$ cat config.mk
export PLATFORM = sky130hd
export DESIGN_NAME = flag_reader16_flat
export DESIGN_NICKNAME = d
export VERILOG_FILES = /design/src/rtl/flag_pkg.sv /design/src/rtl/flag_reader16_if.sv /design/src/rtl/flag_ffs16.sv /design/src/rtl/flag_reader16.sv /design/src/flat_wrapper.sv
export SDC_FILE = /design/constraint.sdc
export NUM_CORES = 1
export LEC_CHECK = 0
export CAP_MARGIN = 10
export CORE_UTILIZATION = 45
export CTS_CLUSTER_SIZE = 25
export DETAILED_ROUTE_END_ITERATION = 6
export PLACE_DENSITY = 0.82
export SYNTH_ARGS = -nofsm -noshare
export SYNTH_HDL_FRONTEND = slang
export SYNTH_SLANG_ARGS = --single-unit
$ cat constraint.sdc
create_clock -name clk -period 2.7 [get_ports clk]
set_input_delay 0.675 -clock clk [delete_from_list [all_inputs] [get_ports clk]]
set_output_delay 0.675 -clock clk [all_outputs]
set_load 0.05 [all_outputs]
$ cat src/rtl/flag_pkg.sv
// Shared constants and types for the 16-bit flag reader path.
package flag_pkg;

    localparam int FLAG_WIDTH = 16;
    localparam int FLAG_IDX_W = 4;

    typedef logic [15:0] flag_vec_t;
    typedef logic [3:0]  flag_idx_t;

endpackage

$ cat src/rtl/flag_reader16_if.sv
// Valid/ready index interface between the flag reader (master) and the sequencer (slave).
interface flag_reader16_if;
    import flag_pkg::*;

    logic      idx_valid;
    logic      idx_ready;
    flag_idx_t idx;

    modport master (output idx_valid, output idx, input idx_ready);
    modport slave  (input idx_valid, input idx, output idx_ready);

endinterface

$ cat src/rtl/flag_ffs16.sv
// Combinational find-first-set over 16 bits, searching upward from start_i with wrap.
module flag_ffs16
    import flag_pkg::*;
(
    input  flag_vec_t vec_i,
    input  flag_idx_t start_i,
    output logic      found_o,
    output flag_idx_t idx_o,
    output flag_vec_t onehot_o
);

    flag_idx_t pos;

    always_comb begin
        found_o  = 1'b0;
        idx_o    = '0;
        onehot_o = '0;
        pos      = '0;
        for (int k = 0; k < FLAG_WIDTH; k++) begin
            // 4-bit add wraps naturally past bit 15
            pos = start_i + flag_idx_t'(k);
            if (!found_o && vec_i[pos]) begin
                found_o = 1'b1;
                idx_o   = pos;
            end
        end
        if (found_o) begin
            onehot_o = flag_vec_t'(1) << idx_o;
        end
    end

endmodule

$ cat src/rtl/flag_reader16.sv
// Drains the OR-accumulated pending flag register one index at a time over valid/ready.
// Define FLAG_READER_RR_EN for round-robin selection; default is lowest-index priority.
module flag_reader16
    import flag_pkg::*;
#(
    parameter int WIDTH = FLAG_WIDTH,
    parameter int IDX_W = FLAG_IDX_W
) (
    input  logic              clk,
    input  logic              rst,
    input  logic              set_en,
    input  flag_vec_t         set_vec,
    flag_reader16_if.master   bus,
    output flag_vec_t         pending,
    output logic              dup_seen,
    input  logic              dup_clr
);

    logic [WIDTH-1:0] pending_q, pending_d;
    logic [WIDTH-1:0] set_mask;
    logic [WIDTH-1:0] issue_mask;
    logic [IDX_W-1:0] idx_q, idx_d;
    logic             valid_q, valid_d;
    logic             dup_q, dup_d;

    logic      load;
    logic      issue;
    logic      sel_found;
    flag_idx_t sel_idx;
    flag_vec_t sel_onehot;
    flag_idx_t search_start;

`ifdef FLAG_READER_RR_EN
    flag_idx_t last_q, last_d;

    assign search_start = last_q + 4'd1;
    assign last_d       = issue ? sel_idx : last_q;

    // Reset to the top index so the first search begins at bit 0
    always_ff @(posedge clk) begin
        if (rst) begin
            last_q <= flag_idx_t'(WIDTH - 1);
        end else begin
            last_q <= last_d;
        end
    end
`else
    assign search_start = '0;
`endif

    flag_ffs16 u_ffs (
        .vec_i    (pending_q),
        .start_i  (search_start),
        .found_o  (sel_found),
        .idx_o    (sel_idx),
        .onehot_o (sel_onehot)
    );

    always_comb begin
        load       = !valid_q || bus.idx_ready;
        issue      = load && sel_found;
        issue_mask = issue ? sel_onehot : '0;
        set_mask   = set_en ? set_vec : '0;
        // Set is OR-ed after the clear so a same-cycle re-set keeps the bit pending
        pending_d  = (pending_q & ~issue_mask) | set_mask;
        valid_d    = load ? sel_found : valid_q;
        idx_d      = issue ? sel_idx : idx_q;
        dup_d      = dup_q;
        if (dup_clr) begin
            dup_d = 1'b0;
        end
        if (|(set_mask & pending_q)) begin
            dup_d = 1'b1;
        end
    end

    always_ff @(posedge clk) begin
        if (rst) begin
            pending_q <= '0;
            valid_q   <= 1'b0;
            idx_q     <= '0;
            dup_q     <= 1'b0;
        end else begin
            pending_q <= pending_d;
            valid_q   <= valid_d;
            idx_q     <= idx_d;
            dup_q     <= dup_d;
        end
    end

    assign bus.idx_valid = valid_q;
    assign bus.idx       = idx_q;
    assign pending       = pending_q;
    assign dup_seen      = dup_q;

endmodule

$ cat src/flat_wrapper.sv
// flat-port wrapper written by rule: the top's interface ports become plain ports
module flag_reader16_flat import flag_pkg::*;
#(
    parameter int WIDTH = FLAG_WIDTH,
    parameter int IDX_W = FLAG_IDX_W
)
  (clk, rst, set_en, set_vec, pending, dup_seen, dup_clr, bus_idx_valid, bus_idx, bus_idx_ready);
  flag_reader16_if bus_i ();
  input  logic clk;
  input  logic rst;
  input  logic set_en;
  input  flag_vec_t set_vec;
  output flag_vec_t pending;
  output logic dup_seen;
  input  logic dup_clr;
  output wire logic [$bits(bus_i.idx_valid)-1:0] bus_idx_valid;
  output wire logic [$bits(bus_i.idx)-1:0] bus_idx;
  input wire logic [$bits(bus_i.idx_ready)-1:0] bus_idx_ready;
  assign bus_idx_valid = bus_i.idx_valid;
  assign bus_idx = bus_i.idx;
  assign bus_i.idx_ready = bus_idx_ready;
  flag_reader16 #(.WIDTH(WIDTH), .IDX_W(IDX_W)) u_core (.clk(clk), .rst(rst), .set_en(set_en), .set_vec(set_vec), .bus(bus_i), .pending(pending), .dup_seen(dup_seen), .dup_clr(dup_clr));
endmodule
==> Word-level counts from Yosys, hierarchy flattened <==
Index checks and enable logic that the tools add are counted.
{ "word_totals": {"wordCells": 80, "ff_bits": 22, "output_inout_bits": 22} }
{ "op_classes": {"shifts": 1, "n_reduce_logical": 35, "n_mux": 36, "bitwise_logic": 4} }
{ "op_table": {"columns": ["cell", "count"], "rows": [
  ["two-way mux 4 bit", 14],
  ["two-way mux 16 bit", 3],
  ["AND 16 bit", 2],
  ["two-way mux 1 bit", 19],
  ["logical AND 1 bit", 16],
  ["logical NOT 1 bit", 16],
  ["NOT 16 bit", 1],
  ["OR 16 bit", 1],
  ["OR reduction 16 bit", 1],
  ["<< shifter 1 x 4 -> 16 bit (first input constant)", 1],
  ["nonzero test 2 bit", 1],
  ["logical OR 1 bit", 1]
]} }

==> Logic depth before layout (Yosys ltp) <==
{ "depth": {"depth_word": 52, "ltp_mapped": 6, "depth_no_buf": 5} }

==> Hierarchy <==
A second synthesis with hierarchy kept.
{ "hier_totals": {"hier_cells": 416, "area_unflattened_um2": 3495.9} }
{ "by_module_without_submodules": {"columns": ["module", "cells_per_inst", "area_each_um2", "n_inst"], "rows": [
  ["flag_ffs16", 309, 2587.5, 1],
  ["flag_reader16", 107, 908.4, 1]
]} }

==> Worst setup path after synthesis <==
Ideal clock, no wire load.
{ "synth_timing": {"path_kind": "register to register", "from": "register u_core.pending_q[3] (netlist: u_core.pending[3])", "to": "register u_core.pending_q[13] (netlist: u_core.pending[13])", "slack_ps": 552, "setup_time_ps": 133, "stages_incl_launch_ff": 5, "n_path_buf": 0, "required_ps": 2567, "arrival_ps": 2014, "cell_sequence": "dfxtp_1 or4_4 a2111o_1 a2111oi_2 o22ai_1"} }
{ "synth_via": {"elab_chain_cells": 44} }
{ "synth_lines": {"columns": ["element", "line_no", "text"], "rows": [
  ["from (decl)", "flag_reader16.sv:19", "logic [WIDTH-1:0] pending_q, pending_d;"],
  ["from (signal assigned)", "flag_reader16.sv:84", "pending_q <= pending_d;"],
  ["logical AND 1 bit (*)", "flag_ffs16.sv:22", "if (!found_o && vec_i[pos]) begin"],
  ["two-way mux 1 bit", "flag_ffs16.sv:22", null],
  ["logical NOT 1 bit", "flag_ffs16.sv:22", null],
  ["logical AND 1 bit", "flag_ffs16.sv:22", null],
  ["two-way mux 1 bit", "flag_ffs16.sv:22", null],
  ["logical NOT 1 bit", "flag_ffs16.sv:22", null],
  ["logical AND 1 bit", "flag_ffs16.sv:22", null],
  ["two-way mux 1 bit", "flag_ffs16.sv:22", null],
  ["(+28 left out)", null, null],
  ["logical AND 1 bit", "flag_ffs16.sv:22", null],
  ["two-way mux 4 bit", "flag_ffs16.sv:22", null],
  ["<< shifter 1 x 4 -> 16 bit", "flag_ffs16.sv:28", "onehot_o = flag_vec_t'(1) << idx_o;"],
  ["two-way mux 16 bit", "flag_ffs16.sv:27", "if (found_o) begin"],
  ["two-way mux 16 bit (*)", "flag_reader16.sv:62", "issue_mask = issue ? sel_onehot : '0;"],
  ["NOT 16 bit (*)", "flag_reader16.sv:65", "pending_d = (pending_q & ~issue_mask) | set_mask;"],
  ["AND 16 bit (*)", "flag_reader16.sv:65", null],
  ["OR 16 bit (*)", "flag_reader16.sv:65", null]
]} }
Mark *: on every way between the ends. The rest lies on a longest branch, timed or not.
A chain may end at the register's enable or synchronous reset.

==> Worst setup path in the final report <==
{ "layout_timing": {"from": "register u_core.pending_q[1] (netlist: u_core.pending[1])", "to": "output port pending[1]"} }
{ "layout_rtl": {"columns": ["element", "line_no", "text"], "rows": [
  ["to (decl)", "flat_wrapper.sv:13", "output flag_vec_t pending;"]
]} }
No word-level cell between the ends.

==> metrics.md <==
| Metric | Value |
|---|---|
| Ys async rst share | 0 |
| Antenna fix cells | 0 |
| Number of synthesized flops with an enable pin | 0 |
| Port bufs | 42 |
| Via count | around 1400 |
| Register area share after synthesis | 0.353 |
| Rows | 18 |
| Area grow syn2layout | 38.2% |
| Dpl cells | 222 |
| Max Fclk | ~420 MHz |
| Synth area leaders | dfxtp_1 (35%), a21oi_1 (8.4%), a211oi_1 (4.8%), nand2b_1 (4.5%), nand2_1 (4.2%) |
| Clock root buffer | clkbuf_4 |
| Share of the synthesized area in the top cell type | 0.353 |
| Top flip-flop cell by instance count after synthesis | dfxtp_1 |
| R2r startpoint | u_core.pending[6]$_SDFF_PP0_ |
| Worst-Margin Slew | 846 ps |
| Routed length per placed instance | 16.6 um |
| DIE AREA | around 0.0030 sq mm |
| CTS Buffer Depth | 2 |
| Final setup violation count | 0 |
| FILL cells | between 200 and 250 |
| VDD IR max | 0.451 mV |
| Syn Inst Count | 154 |
| Largest net degree at the start of global routing | 27 |
| Rel. slew slack | 0.431 |
| Final cell count without fillers | 225 |
| Grt total ovfl | 0 |
| PostCTS Resize Cnt | 0 |
| Final HPWL DP | ~2.8 mm |
| Critical Path RT | approximately 2000 ps |
| DRC Markers | 0 |
| Final hold slack | roughly 500 ps |
| Post-synth top cells | dfxtp_1 (22), a21oi_1 (21), nand2_1 (14) |
| H-tree depth | 1 |
| Leak | 0.612 nW |
| All-Layer GR Usage | 0.267 |
| Top-count cell post-synth | dfxtp_1 |
| Hold Crit Class | reg2reg |
| Clock transition at path regs | roughly 120 ps |
| Min Tclk post-route | between 2000 and 2500 ps |
| RSZ-0062 raised after global routing | no |
| Initial core utilization | 0.490 |
| CP max-delay cell | clkdlybuf4s50_1 |
| CTS tree | done |
| Ys Warns | 0 |
| Max-cap viol count | 0 |
| Vias in the first global route | 1264 |
| Core Region | about 0.0025 sq mm |
| Final Cycle Share | 0.879 |
| Num CTS Buffers | 3 |
| Post-CTS Hold Fix Bufs | 0 |
| DRT iter0 DRCs | 48 |
| Worst path cell trace | clkdlybuf4s50_1 |
| WP data arrival | 1700 ps |
| Hold path start | u_core.dup_seen$_SDFFE_PP0P_ |
| DRT antenna net count | 0 |
| I/O pin count | 43 |
| Top fanout value on the critical path | 8 |
| Crit path kind | reg2out |
| First-pass GRT wire length | 5.70 mm |
| Worst setup EP type | output port |
| CP bufs+invs | 1 |
| DR pass1 iterations | 4 |
| Outcome | completed |
| Slew Limit Fails | 0 |
| Final Hold Vio Count | 0 |
| PwrDens | about 570 mW/mm^2 |
| Initial antenna violation count | 0 |
| Syn nets | approximately 180 |
| Startpoint types | register |
| Post-CTS Setup Repair Bufs | 0 |
| Synth Cell Area | 0.00125 sq mm |
| Via/cell ratio | 6.30 |
| Die Wd | ~55 um |
| Crit path launch | u_core.pending[1]$_SDFF_PP0_ |
| Nets@finish | roughly 220 |
| Critical path's top delay family | buffers and inverters |
| Share of cells above drive strength 1 | 0.0667 |
| Leading area contributor after synthesis | dfxtp_1 |
| Post-synth cell types | 37 |
| Die Y | 54.7 um |
| Final wirelength | approximately 3.7 mm |
| Largest stage delay, worst path | 860 ps |
| Synth Area per Inst | 8.10 sq um |
| Final TNS setup | 0 ps |
| Clk Latency, worst-skew pair | 320 ps |
| Gp weighted congestion | a little over 0.9 |
| Clock Sink Count | 22 |
| Post-Route Skew | approximately 16 ps |
| FF+latch count, synth | 22 |
[layout by cell type, fill, tap and decap left out, types with 2 or more instances in the layout]
cell type | netlist | layout
clkdlybuf4s50_1 | 0 | 42
dfxtp_1 | 22 | 22
a21oi_1 | 21 | 21
nand2_1 | 14 | 14
nor2_1 | 11 | 11
nand2b_1 | 9 | 9
a211oi_1 | 8 | 8
o22ai_1 | 6 | 6
nor4_1 | 5 | 5
a311oi_1 | 5 | 5
inv_1 | 4 | 4
nor3_1 | 4 | 4
nand3_1 | 4 | 4
a22oi_1 | 4 | 4
buf_4 | 1 | 4
nor2b_1 | 3 | 3
clkbuf_4 | 0 | 3
o21ai_1 | 2 | 2
a31oi_1 | 2 | 2
o21ai_0 | 2 | 2
a2111oi_2 | 2 | 2
a22o_1 | 2 | 2
a221oi_1 | 2 | 2
[state kept, by name (all words and copies together), names as in the netlist]
register and cells:
u_core.bus.idx 4, u_core.bus.idx_valid 1, u_core.dup_seen 1, u_core.pending 16
[worst paths after layout]
check	cells after the start	slack (ps)	to
worst min register to register	2	500	u_core.dup_seen$_SDFFE_PP0P_
worst max-delay path	1	330	pending[1]
worst min-delay path	2	500	u_core.dup_seen$_SDFFE_PP0P_
worst max register to register	6	540	u_core.pending[12]$_SDFF_PP0_
[per-layer routing]
layer  wire length, um  up-vias  GRT usage
li1                  -      679          -
met1              1600      650      0.340
met2              1760       83      0.440
met3               348        6     0.0639
met4                29        0     0.0769
met5                 0        -          0
[worst min-delay path, stage by stage (launching register included)]
cell	delay [ps]
dfxtp_1	340
nand2b_1	70
a21oi_1	60
[final cells by class]
cell class	count	area, sq um	share of cell area
Inverter	4	15.0	0.00871
Tap cell	30	37.5	0.0218
Clock buffer	3	22.5	0.0131
Sequential cell	22	440	0.255
Multi-Input combinational cell	120	758	0.440
Timing Repair Buffer	46	450	0.261
[metrics by stage]
step                total power [mW]  setup slack (ps)   util  instance area [sq um]
finish                         0.982               326  0.677                   1720
global route                    1.03               279  0.677                   1720
CTS                            0.981               328  0.677                   1720
detailed placement             0.830               407  0.669                   1700
global placement               0.825               570  0.669                   1700
floorplan                      0.683               552      -                   1250
[report_power, final]
part / switching (mW) / internal, mW
Clock: 0.0986 / 0.0523
Combinational: 0.268 / 0.166
Sequential: 0.0419 / 0.355
Total: 0.408 / 0.573
[kinds of logic (layout without fill, tap and decap cells)]
family | count (synthesis) | in the layout | synth area share
compound gates | 64 | 64 | 0.378
buf+inv | 12 | 53 | 0.0391
flops | 22 | 22 | 0.353
simple gates | 56 | 56 | 0.230
Note: power is estimated with default switching activity, not from simulation.
